`src/rtl/trap_sequencer_pkg.sv`:
```
// rtl/trap_sequencer_pkg.sv - trap codes, CSR map, mcause codes, mstatus fields and FSM encodings
package trap_sequencer_pkg;

  localparam logic [2:0] TRAP_NONE       = 3'd0;
  localparam logic [2:0] TRAP_ECALL      = 3'd1;
  localparam logic [2:0] TRAP_EBREAK     = 3'd2;
  localparam logic [2:0] TRAP_MISALIGNED = 3'd3;
  localparam logic [2:0] TRAP_FENCEI     = 3'd4;
  localparam logic [2:0] TRAP_MRET       = 3'd5;

  localparam logic [11:0] CSR_MSTATUS = 12'h300;
  localparam logic [11:0] CSR_MTVEC   = 12'h305;
  localparam logic [11:0] CSR_MEPC    = 12'h341;
  localparam logic [11:0] CSR_MCAUSE  = 12'h342;
  localparam logic [11:0] CSR_MTVAL   = 12'h343;

  localparam logic [30:0] CAUSE_MISALIGNED = 31'd0;
  localparam logic [30:0] CAUSE_EBREAK     = 31'd3;
  localparam logic [30:0] CAUSE_ECALL      = 31'd11;

  localparam int MSTATUS_MIE    = 3;
  localparam int MSTATUS_MPIE   = 7;
  localparam int MSTATUS_MPP_LO = 11;

  localparam logic [3:0] ST_IDLE     = 4'd0;
  localparam logic [3:0] ST_EPC      = 4'd1;
  localparam logic [3:0] ST_CAUSE    = 4'd2;
  localparam logic [3:0] ST_TVAL     = 4'd3;
  localparam logic [3:0] ST_MST_IN   = 4'd4;
  localparam logic [3:0] ST_TVEC     = 4'd5;
  localparam logic [3:0] ST_REDIR    = 4'd6;
  localparam logic [3:0] ST_HALT     = 4'd7;
  localparam logic [3:0] ST_FLUSH    = 4'd8;
  localparam logic [3:0] ST_FL_WAIT  = 4'd9;
  localparam logic [3:0] ST_MRET_ST  = 4'd10;
  localparam logic [3:0] ST_MRET_EPC = 4'd11;

  typedef struct packed {
    logic [31:0] pc;
    logic [31:0] tval;
    logic [31:0] cause;
    logic        is_irq;
    logic [2:0]  code;
  } trap_ctx_t;

  function automatic logic [30:0] exc_cause(input logic [2:0] code);
    logic [30:0] c;
    case (code)
      TRAP_ECALL:  c = CAUSE_ECALL;
      TRAP_EBREAK: c = CAUSE_EBREAK;
      default:     c = CAUSE_MISALIGNED;
    endcase
    return c;
  endfunction

  function automatic logic [31:0] mstatus_on_trap(input logic [31:0] s);
    logic [31:0] n;
    n = s;
    n[MSTATUS_MPIE] = s[MSTATUS_MIE];
    n[MSTATUS_MIE] = 1'b0;
    n[MSTATUS_MPP_LO +: 2] = 2'b11;
    return n;
  endfunction

  function automatic logic [31:0] mstatus_on_mret(input logic [31:0] s);
    logic [31:0] n;
    n = s;
    n[MSTATUS_MIE] = s[MSTATUS_MPIE];
    n[MSTATUS_MPIE] = 1'b1;
    n[MSTATUS_MPP_LO +: 2] = 2'b11;
    return n;
  endfunction

endpackage

```
`src/rtl/trap_irq_arbiter.sv`:
```
// rtl/trap_irq_arbiter.sv - masked fixed-priority interrupt encoder, lowest index wins
module trap_irq_arbiter #(
  parameter int NUM_IRQ = 16
) (
  input  logic [NUM_IRQ-1:0] pending,
  input  logic [NUM_IRQ-1:0] enable,
  output logic               valid,
  output logic [3:0]         idx
);

  logic [NUM_IRQ-1:0] masked;

  // Descending scan so the last hit, i.e. the lowest index, sticks.
  always_comb begin
    masked = pending & enable;
    valid  = |masked;
    idx    = '0;
    for (int i = NUM_IRQ - 1; i >= 0; i--) begin
      if (masked[i]) idx = 4'(i);
    end
  end

endmodule

```
`src/rtl/trap_sequencer.sv`:
```
// rtl/trap_sequencer.sv - machine-mode trap sequencer: CSR update sequence, redirect, debug halt, I-cache flush
module trap_sequencer
  import trap_sequencer_pkg::*;
#(
  parameter int NUM_IRQ       = 16,
  parameter int IRQ_CODE_BASE = 16,
  parameter bit HAS_MTVAL     = 1'b1,
  parameter bit VECTORED      = 1'b1,
  parameter bit EBREAK_HALTS  = 1'b1
) (
  input  logic               clk,
  input  logic               rst,
  input  logic               trap_req,
  input  logic [2:0]         trap_status,
  input  logic [31:0]        pc,
  input  logic [31:0]        trap_tval,
  output logic               trap_ack,
  input  logic [NUM_IRQ-1:0] irq_pending,
  input  logic [NUM_IRQ-1:0] irq_enable,
  input  logic               mstatus_mie,
  input  logic               dbg_resume,
  input  logic               ic_done,
  output logic               busy,
  output logic               redirect_valid,
  output logic [31:0]        redirect_target,
  output logic               ic_clean,
  output logic               debug_mode,
  output logic [11:0]        csr_addr,
  output logic               csr_we,
  output logic [31:0]        csr_wdata,
  input  logic [31:0]        csr_rdata
);

  logic [3:0]  state;
  trap_ctx_t   ctx;
  logic [31:0] target;
  logic        debug_q;
  logic        done_q;
  logic        irq_valid;
  logic [3:0]  irq_idx;
  logic        req_ok;
  logic        irq_take;
  logic [31:0] irq_cause;
  logic [31:0] tvec_target;
  logic        we_s;

  trap_irq_arbiter #(.NUM_IRQ(NUM_IRQ)) u_arb (
    .pending (irq_pending),
    .enable  (irq_enable),
    .valid   (irq_valid),
    .idx     (irq_idx)
  );

  always_comb begin
    req_ok    = trap_req && (trap_status != TRAP_NONE) && (trap_status <= TRAP_MRET);
    irq_take  = mstatus_mie && irq_valid;
    irq_cause = {1'b1, 31'(IRQ_CODE_BASE) + 31'(irq_idx)};
    // Vectored offset is 4*cause[30:0]; bits above 29 fall off the 32-bit add.
    tvec_target = {csr_rdata[31:2], 2'b00};
    if (VECTORED && csr_rdata[1:0] == 2'b01 && ctx.is_irq)
      tvec_target = tvec_target + {ctx.cause[29:0], 2'b00};
  end

  always_ff @(posedge clk) begin
    if (rst) begin
      state   <= ST_IDLE;
      ctx     <= '0;
      target  <= '0;
      debug_q <= 1'b0;
      done_q  <= 1'b0;
    end else begin
      case (state)
        ST_IDLE: begin
          if (req_ok) begin
            ctx.pc     <= pc;
            ctx.tval   <= trap_tval;
            ctx.cause  <= {1'b0, exc_cause(trap_status)};
            ctx.is_irq <= 1'b0;
            ctx.code   <= trap_status;
            case (trap_status)
              TRAP_FENCEI: state <= ST_FLUSH;
              TRAP_MRET:   state <= ST_MRET_ST;
              default:     state <= ST_EPC;
            endcase
          end else if (irq_take) begin
            ctx.pc     <= pc;
            ctx.tval   <= '0;
            ctx.cause  <= irq_cause;
            ctx.is_irq <= 1'b1;
            ctx.code   <= TRAP_NONE;
            state      <= ST_EPC;
          end
        end
        ST_EPC: state <= ST_CAUSE;
        ST_CAUSE: begin
          if (EBREAK_HALTS && !ctx.is_irq && ctx.code == TRAP_EBREAK) begin
            state   <= ST_HALT;
            debug_q <= 1'b1;
          end else begin
            state <= HAS_MTVAL ? ST_TVAL : ST_MST_IN;
          end
        end
        ST_TVAL:   state <= ST_MST_IN;
        ST_MST_IN: state <= ST_TVEC;
        ST_TVEC: begin
          target <= tvec_target;
          state  <= ST_REDIR;
        end
        ST_REDIR: state <= ST_IDLE;
        ST_HALT: begin
          if (dbg_resume) begin
            target <= ctx.pc + 32'd4;
            state  <= ST_REDIR;
          end
        end
        // A completion seen during the request cycle is remembered for FL_WAIT.
        ST_FLUSH: begin
          done_q <= ic_done;
          state  <= ST_FL_WAIT;
        end
        ST_FL_WAIT: begin
          if (ic_done || done_q) begin
            target <= ctx.pc + 32'd4;
            state  <= ST_REDIR;
          end
        end
        ST_MRET_ST: state <= ST_MRET_EPC;
        ST_MRET_EPC: begin
          target  <= csr_rdata & ~32'd3;
          debug_q <= 1'b0;
          state   <= ST_REDIR;
        end
        default: state <= ST_IDLE;
      endcase
    end
  end

  always_comb begin
    csr_addr  = '0;
    csr_wdata = '0;
    we_s      = 1'b0;
    case (state)
      ST_EPC: begin
        csr_addr  = CSR_MEPC;
        csr_wdata = ctx.pc & ~32'd3;
        we_s      = 1'b1;
      end
      ST_CAUSE: begin
        csr_addr  = CSR_MCAUSE;
        csr_wdata = ctx.cause;
        we_s      = 1'b1;
      end
      ST_TVAL: begin
        csr_addr  = CSR_MTVAL;
        csr_wdata = ctx.is_irq ? 32'd0 : ctx.tval;
        we_s      = 1'b1;
      end
      ST_MST_IN: begin
        csr_addr  = CSR_MSTATUS;
        csr_wdata = mstatus_on_trap(csr_rdata);
        we_s      = 1'b1;
      end
      ST_TVEC:  csr_addr = CSR_MTVEC;
      ST_MRET_ST: begin
        csr_addr  = CSR_MSTATUS;
        csr_wdata = mstatus_on_mret(csr_rdata);
        we_s      = 1'b1;
      end
      ST_MRET_EPC: csr_addr = CSR_MEPC;
      default: ;
    endcase
  end

  assign csr_we          = we_s && !rst;
  assign trap_ack        = (state == ST_IDLE) && req_ok && !rst;
  assign busy            = (state != ST_IDLE);
  assign redirect_valid  = (state == ST_REDIR) && !rst;
  assign redirect_target = (state == ST_REDIR) ? target : 32'd0;
  assign ic_clean        = (state == ST_FLUSH) && !rst;
  assign debug_mode      = debug_q;

endmodule

```
`config.mk`:
```
export PLATFORM = sky130hd
export DESIGN_NAME = trap_sequencer
export DESIGN_NICKNAME = d
export VERILOG_FILES = /design/src/rtl/trap_sequencer_pkg.sv /design/src/rtl/trap_irq_arbiter.sv /design/src/rtl/trap_sequencer.sv
export SDC_FILE = /design/constraint.sdc
export NUM_CORES = 1
export LEC_CHECK = 0
export BUFFER_PORTS_ARGS = -buffer_cell sky130_fd_sc_hd__buf_4
export CAP_MARGIN = 20
export CORE_ASPECT_RATIO = 1.5
export CORE_MARGIN = 5
export CORE_UTILIZATION = 30
export CTS_CLUSTER_DIAMETER = 30
export CTS_CLUSTER_SIZE = 24
export DETAILED_ROUTE_END_ITERATION = 8
export GPL_TIMING_DRIVEN = 0
export PLACE_DENSITY = 0.56
export SETUP_SLACK_MARGIN = 0.3
export SLEW_MARGIN = 30
export SYNTH_ARGS = -nofsm -noshare
export SYNTH_HDL_FRONTEND = slang
export SYNTH_SLANG_ARGS = --single-unit
```
`constraint.sdc`:
```
create_clock -name clk -period 3.15 [get_ports clk]
set_clock_uncertainty 0.15 [all_clocks]
set_input_delay 0.315 -clock clk [delete_from_list [all_inputs] [get_ports clk]]
set_output_delay 0.315 -clock clk [all_outputs]
set_load 0.05 [all_outputs]
```
* Word-level counts from Yosys, hierarchy flattened
Cells that the tools add are included.
** Word-level totals
- Register bits after elaboration :: 138
- Output and inout port bits :: 82
- Logic and storage cells :: 100
** Operators by class
- Add/subtract/negate cells :: 3
- Magnitude comparators :: 1
- Equal/unequal tests :: 21
- Multiplexer cells :: 37
- Bitwise gates (word level) :: 1
- Reduce and logical (&&, ||, !) cells :: 28
** Operators by type and width (number)
- $mux W100 :: 2
- $mux W32 :: 5
- $pmux W32 S5 :: 1
- $pmux W32 S4 :: 1
- $mux W4 :: 20
- $pmux W10 S5 :: 1
- $pmux W4 S10 :: 1
- $add A32 B3 Y32 const B :: 1
- $add A32 B32 Y32 :: 1
- $and A16 B16 Y16 :: 1
- $eq A4 B3 Y1 const B :: 4
- $eq A4 B4 Y1 const B :: 4
- $pmux W4 S2 :: 2
- $reduce_or A16 Y1 :: 1
- $logic_and A1 B1 Y1 :: 10
- $eq A4 B2 Y1 const B :: 2
- $reduce_bool A4 Y1 :: 2
- $add A5 B4 Y6 const A :: 1
- $eq A3 B2 Y1 const B :: 2
- $eq A3 B3 Y1 const B :: 2
- $ne A2 B2 Y1 const B :: 3
- $reduce_and A3 Y1 :: 2
- $reduce_or A2 Y1 :: 3
- $reduce_or A5 Y1 :: 1
- 14 further kinds :: 18

* Longest topological paths before layout
- Depth in word-level cells :: 20
- Gate-level depth with buffers :: 10

* Modules after synthesis
From an unflattened synthesis, not the netlist that was laid out.
** Second synthesis, totals
- Cell total of the unflattened synthesis :: 854
- Area, all modules :: 6775.2 sq um
** By module, submodules not included
- trap_sequencer :: times used 1, cells an instance 816, area an instance 6540.0 sq um
- trap_irq_arbiter :: times used 1, cells an instance 38, area an instance 235.2 sq um

* Worst setup path after synthesis
Ideal clock, no wire load.
- Path type :: reg-to-output
- Start point :: register state[1]
- End point :: output port ic_clean
- Data arrival time :: 2.318 ns
- Required time :: 2.685 ns
- Setup slack :: 0.367 ns
- Cell stages (with the launch flop) :: 4
- Cell sequence :: dfxtp_1 > clkbuf_1 > clkbuf_1 > nor4_1
** On the way
- Word-level cells in the longest chain between the ends :: 2
** Ends and longest elaborated chain
- start: declaration :: RTL line trap_sequencer.sv:34 : logic [3:0] state;
- start signal: assignment :: RTL line trap_sequencer.sv:100 : state <= HAS_MTVAL ? ST_TVAL : ST_MST_IN;
- $eq A4 B4 Y1 :: RTL line trap_sequencer.sv:179 : assign ic_clean = (state == ST_FLUSH) && !rst;
- $logic_and A1 B1 Y1 :: RTL line trap_sequencer.sv:179
- end: declaration :: RTL line trap_sequencer.sv:26 : output logic ic_clean,
Every way passes these cells.

* Final worst setup path
- Start point :: register state[2]
- End point :: output port csr_wdata[7]
** On the way
- Word-level cells in the longest chain between the ends :: 2
** Ends and longest elaborated chain
- $eq A4 B4 Y1 (tied with other cells) :: RTL line trap_sequencer.sv:142 : case (state)
- $pmux W32 S5 (*) :: RTL line trap_sequencer.sv:142
- end: declaration :: RTL line trap_sequencer.sv:30 : output logic [31:0] csr_wdata,
Mark *: on every way between the ends. The rest lies on a longest branch, timed or not.

==> flow_summary.ini <==
[placed_design]
portBuffers = 209
placed_area_mm2 = 0.00878
dp.final_hpwl_um = 24000
placed_cells = 1367
place.gp.congestion = 0.970

[critical_path]
path_cells = or2_2, buf_2, nor2_4, clkbuf_2, a22oi_1, o21ai_0, buf_4
cp-start-kind = flop
ff2ff_setup_slack_ns = 0.40
cp.arrival_ns = 2.35
critPathSlowestCell = dfxtp_1
required_ns = 2.68
r2r_cells = 8
r2r_start = ctx[8]
path_class = flop to output port
cp-end-kind = output port
critPathBufInv = 3
path_depth = 7
critPathMaxFanout = 10
max_stage_delay_ns = 0.37
r2r-end = target[27]
crit_family = buffers and inverters

[timing]
fmax_ghz = 0.355
hold_viol = 0
rsz0062_at_grt = yes
maxSlewViolCount = 0
period_needed_ns = 2.82
period_share = 0.895
tightest_slew_ns = 0.806
slew_headroom = 0.462
finalSetupViolCount = 0

[detailed_routing]
dr_wl_met3_um = 1910
route.met2.wl_um = 15000
antenna_left = 0
wl_per_cell_um = 21.2
dr_total_vias = 7645
drtPass1Iterations = 8
drt_iter0_drc = 686
m1WireLength_um = 11500
wl_um = 29500
routed_via_density = 5.51
route.detailed.drc = 0
top_layer_used = met4

[grt]
grtUsageTotal = 0.220
grt_pass1_wl_um = 44800
grt_pass1_vias = 7735
grt_max_degree = 20
antenna_found_initial = 1
overflow = 0

[final_layout]
most-common-layout-cells = buf_4 (222), nand2_1 (124), dfxtp_1 (108), nor2_1 (60), a21oi_1 (54)
drive_gt1_frac = 0.276
design_area_mm2 = 0.00929
stdcell_count = 1388
final_common_cell = buf_4
synthToLayoutAreaGrowth_pct = 35.7
fin_nets = 1250

[die]
start_util = 0.306
die_y_um = 195
rows = 67
die_x_um = 133
coreArea_mm2 = 0.0224
die-area_mm2 = 0.0260
io_pins = 219

[yosys]
synth-xor-area-share = 0.0563
synth-compound-area-share = 0.280
synth.distinct_cells = 71
synth_top_cell_area_share = 0.322
synthesis.area_mm2 = 0.00684
synth_ff_type = dfxtp_1
synth_top_family_by_area = compound AO/OA/AOI/OAI gates
synthCells = 877
synthMuxAreaShare = 0.00439
yosysWarnings = 0
ys_seq_area_frac = 0.322
ys_ff_latch = 110
synth_area_leaders = dfxtp_1 (32%), nand2_1 (6.8%), a222oi_1 (5.0%)
synth_area_per_cell_um2 = 7.80
synth_edf_count = 0
synth_top_cell_by_area = dfxtp_1
synthAdderAreaFrac = 0.0139
synth-simple-area-share = 0.253
async_reset_ff_frac = 0

[cts]
ctsHoldBuffers = 0
path_clk_slew_ns = 0.09
htree_levels = 3
root_buffer = clkbuf_16
cts.sinks = 110
numCtsBuffers = 9
cts_tree = yes
clockBufferDepth = 2
clock_latency_ns = 0.36

[pwr]
p_leak_nw = 3.94
peakVddDrop_uv = 296
power.density_mw_per_mm2 = 472

[worst_hold_path]
hp-class = input port to flop
min_path_cells = 2
whs_endpoint = ctx[66]
min-delay-start = trap_tval[30]

[run_status]
outcome = complete, no violations

[run]
maxCapViolCount = 0
## sequential cells by signal, indices dropped and copies added, names as in the netlist
signal	cells
target	32
state	4
done_q	1
ctx	72
debug_mode	1
## where the power goes
part	total (W)	switching, W	internal (W)
logic	0.00150	0.000970	0.000534
registers	0.00166	0.000140	0.00152
clock network	0.00122	0.000591	0.000633
## layer usage
layer  global-route usage  up-vias
li1                     -     3695
met2                0.393      328
met3               0.0247       51
met1                0.267     3571
met5                    0        -
met4               0.0888        0
## Yosys cell counts, drive strengths merged (3+ instances only)
cell type,n
nor2,64
a221oi,6
ha,6
a21oi,56
nand3,28
a222oi,34
inv,41
nand4,15
o21bai,3
clkbuf,52
a31oi,11
a2111oi,5
nor4,7
nor2b,5
mux2i,3
nand2,124
a311oi,6
nor3,27
o221ai,3
and3,7
dfxtp,110
or3,3
o22ai,4
xnor2,25
a221o,4
buf,21
a211oi,24
nor4b,3
o211ai,4
and2,33
xor2,19
a22o,35
and4,4
a22oi,12
a21o,4
or4,6
a32oi,3
o21ai,21
o2111ai,4
o21a,4
or2,4
nand2b,5
## worst max path at each step
stage             start       endpoint  slack [ns]
2_1_floorplan  state[1]       ic_clean        0.37
3_3_place_gp   state[2]   csr_wdata[7]       -0.16
3_5_place_dp   state[2]   csr_wdata[7]       -0.19
4_1_cts        state[2]   csr_wdata[7]        0.23
5_1_grt        state[3]  csr_wdata[14]        0.24
6_report       state[2]   csr_wdata[7]        0.33
## layout make-up
| cell class | instances | area [um2] |
|---|---|---|
| Antenna cell | 1 | 2.50 |
| Buffer | 73 | 400 |
| Clock buffer | 9 | 225 |
| Clock inverter | 7 | 81.3 |
| Fill cell | 2368 | 13100 |
| Inverter | 41 | 154 |
| Multi-Input combinational cell | 658 | 4270 |
| Sequential cell | 110 | 2200 |
| Tap cell | 276 | 345 |
| Timing Repair Buffer | 213 | 1600 |
## cells by family (layout without fill, tap and decap cells)
group | count (synthesis) | count (layout)
and+or+nand+nor | 345 | 345
AOI/OAI and AO/OA | 253 | 253
buffers and inverters | 114 | 343
DFF | 110 | 110
xor gates and xnor gates | 44 | 44
adders and majority gates | 7 | 7
muxes | 3 | 3
other | 1 | 7
## repair_timing
item | CTS | global route
setup endpoints to repair | 79 | 107
pin swaps | 2 | 6
buffers inserted | 2 | 2
resized for setup | 36 | 35
## metrics by stage
stage	utilization	total power (W)	TNS, ns	setup WS, ns	hold WS (ns)
after CTS	0.411	0.00437	0	0.228	0.0112
after global routing	0.415	0.00457	0	0.240	0.0102
after global placement	0.392	0.00312	-0.289	-0.156	0.295
after detailed placement	0.392	0.00313	-0.640	-0.187	0.298
after floorplan	-	0.00255	0	0.367	0.284
final	0.415	0.00439	0	0.331	0.0168
Note: power is estimated with default switching activity, not from simulation.
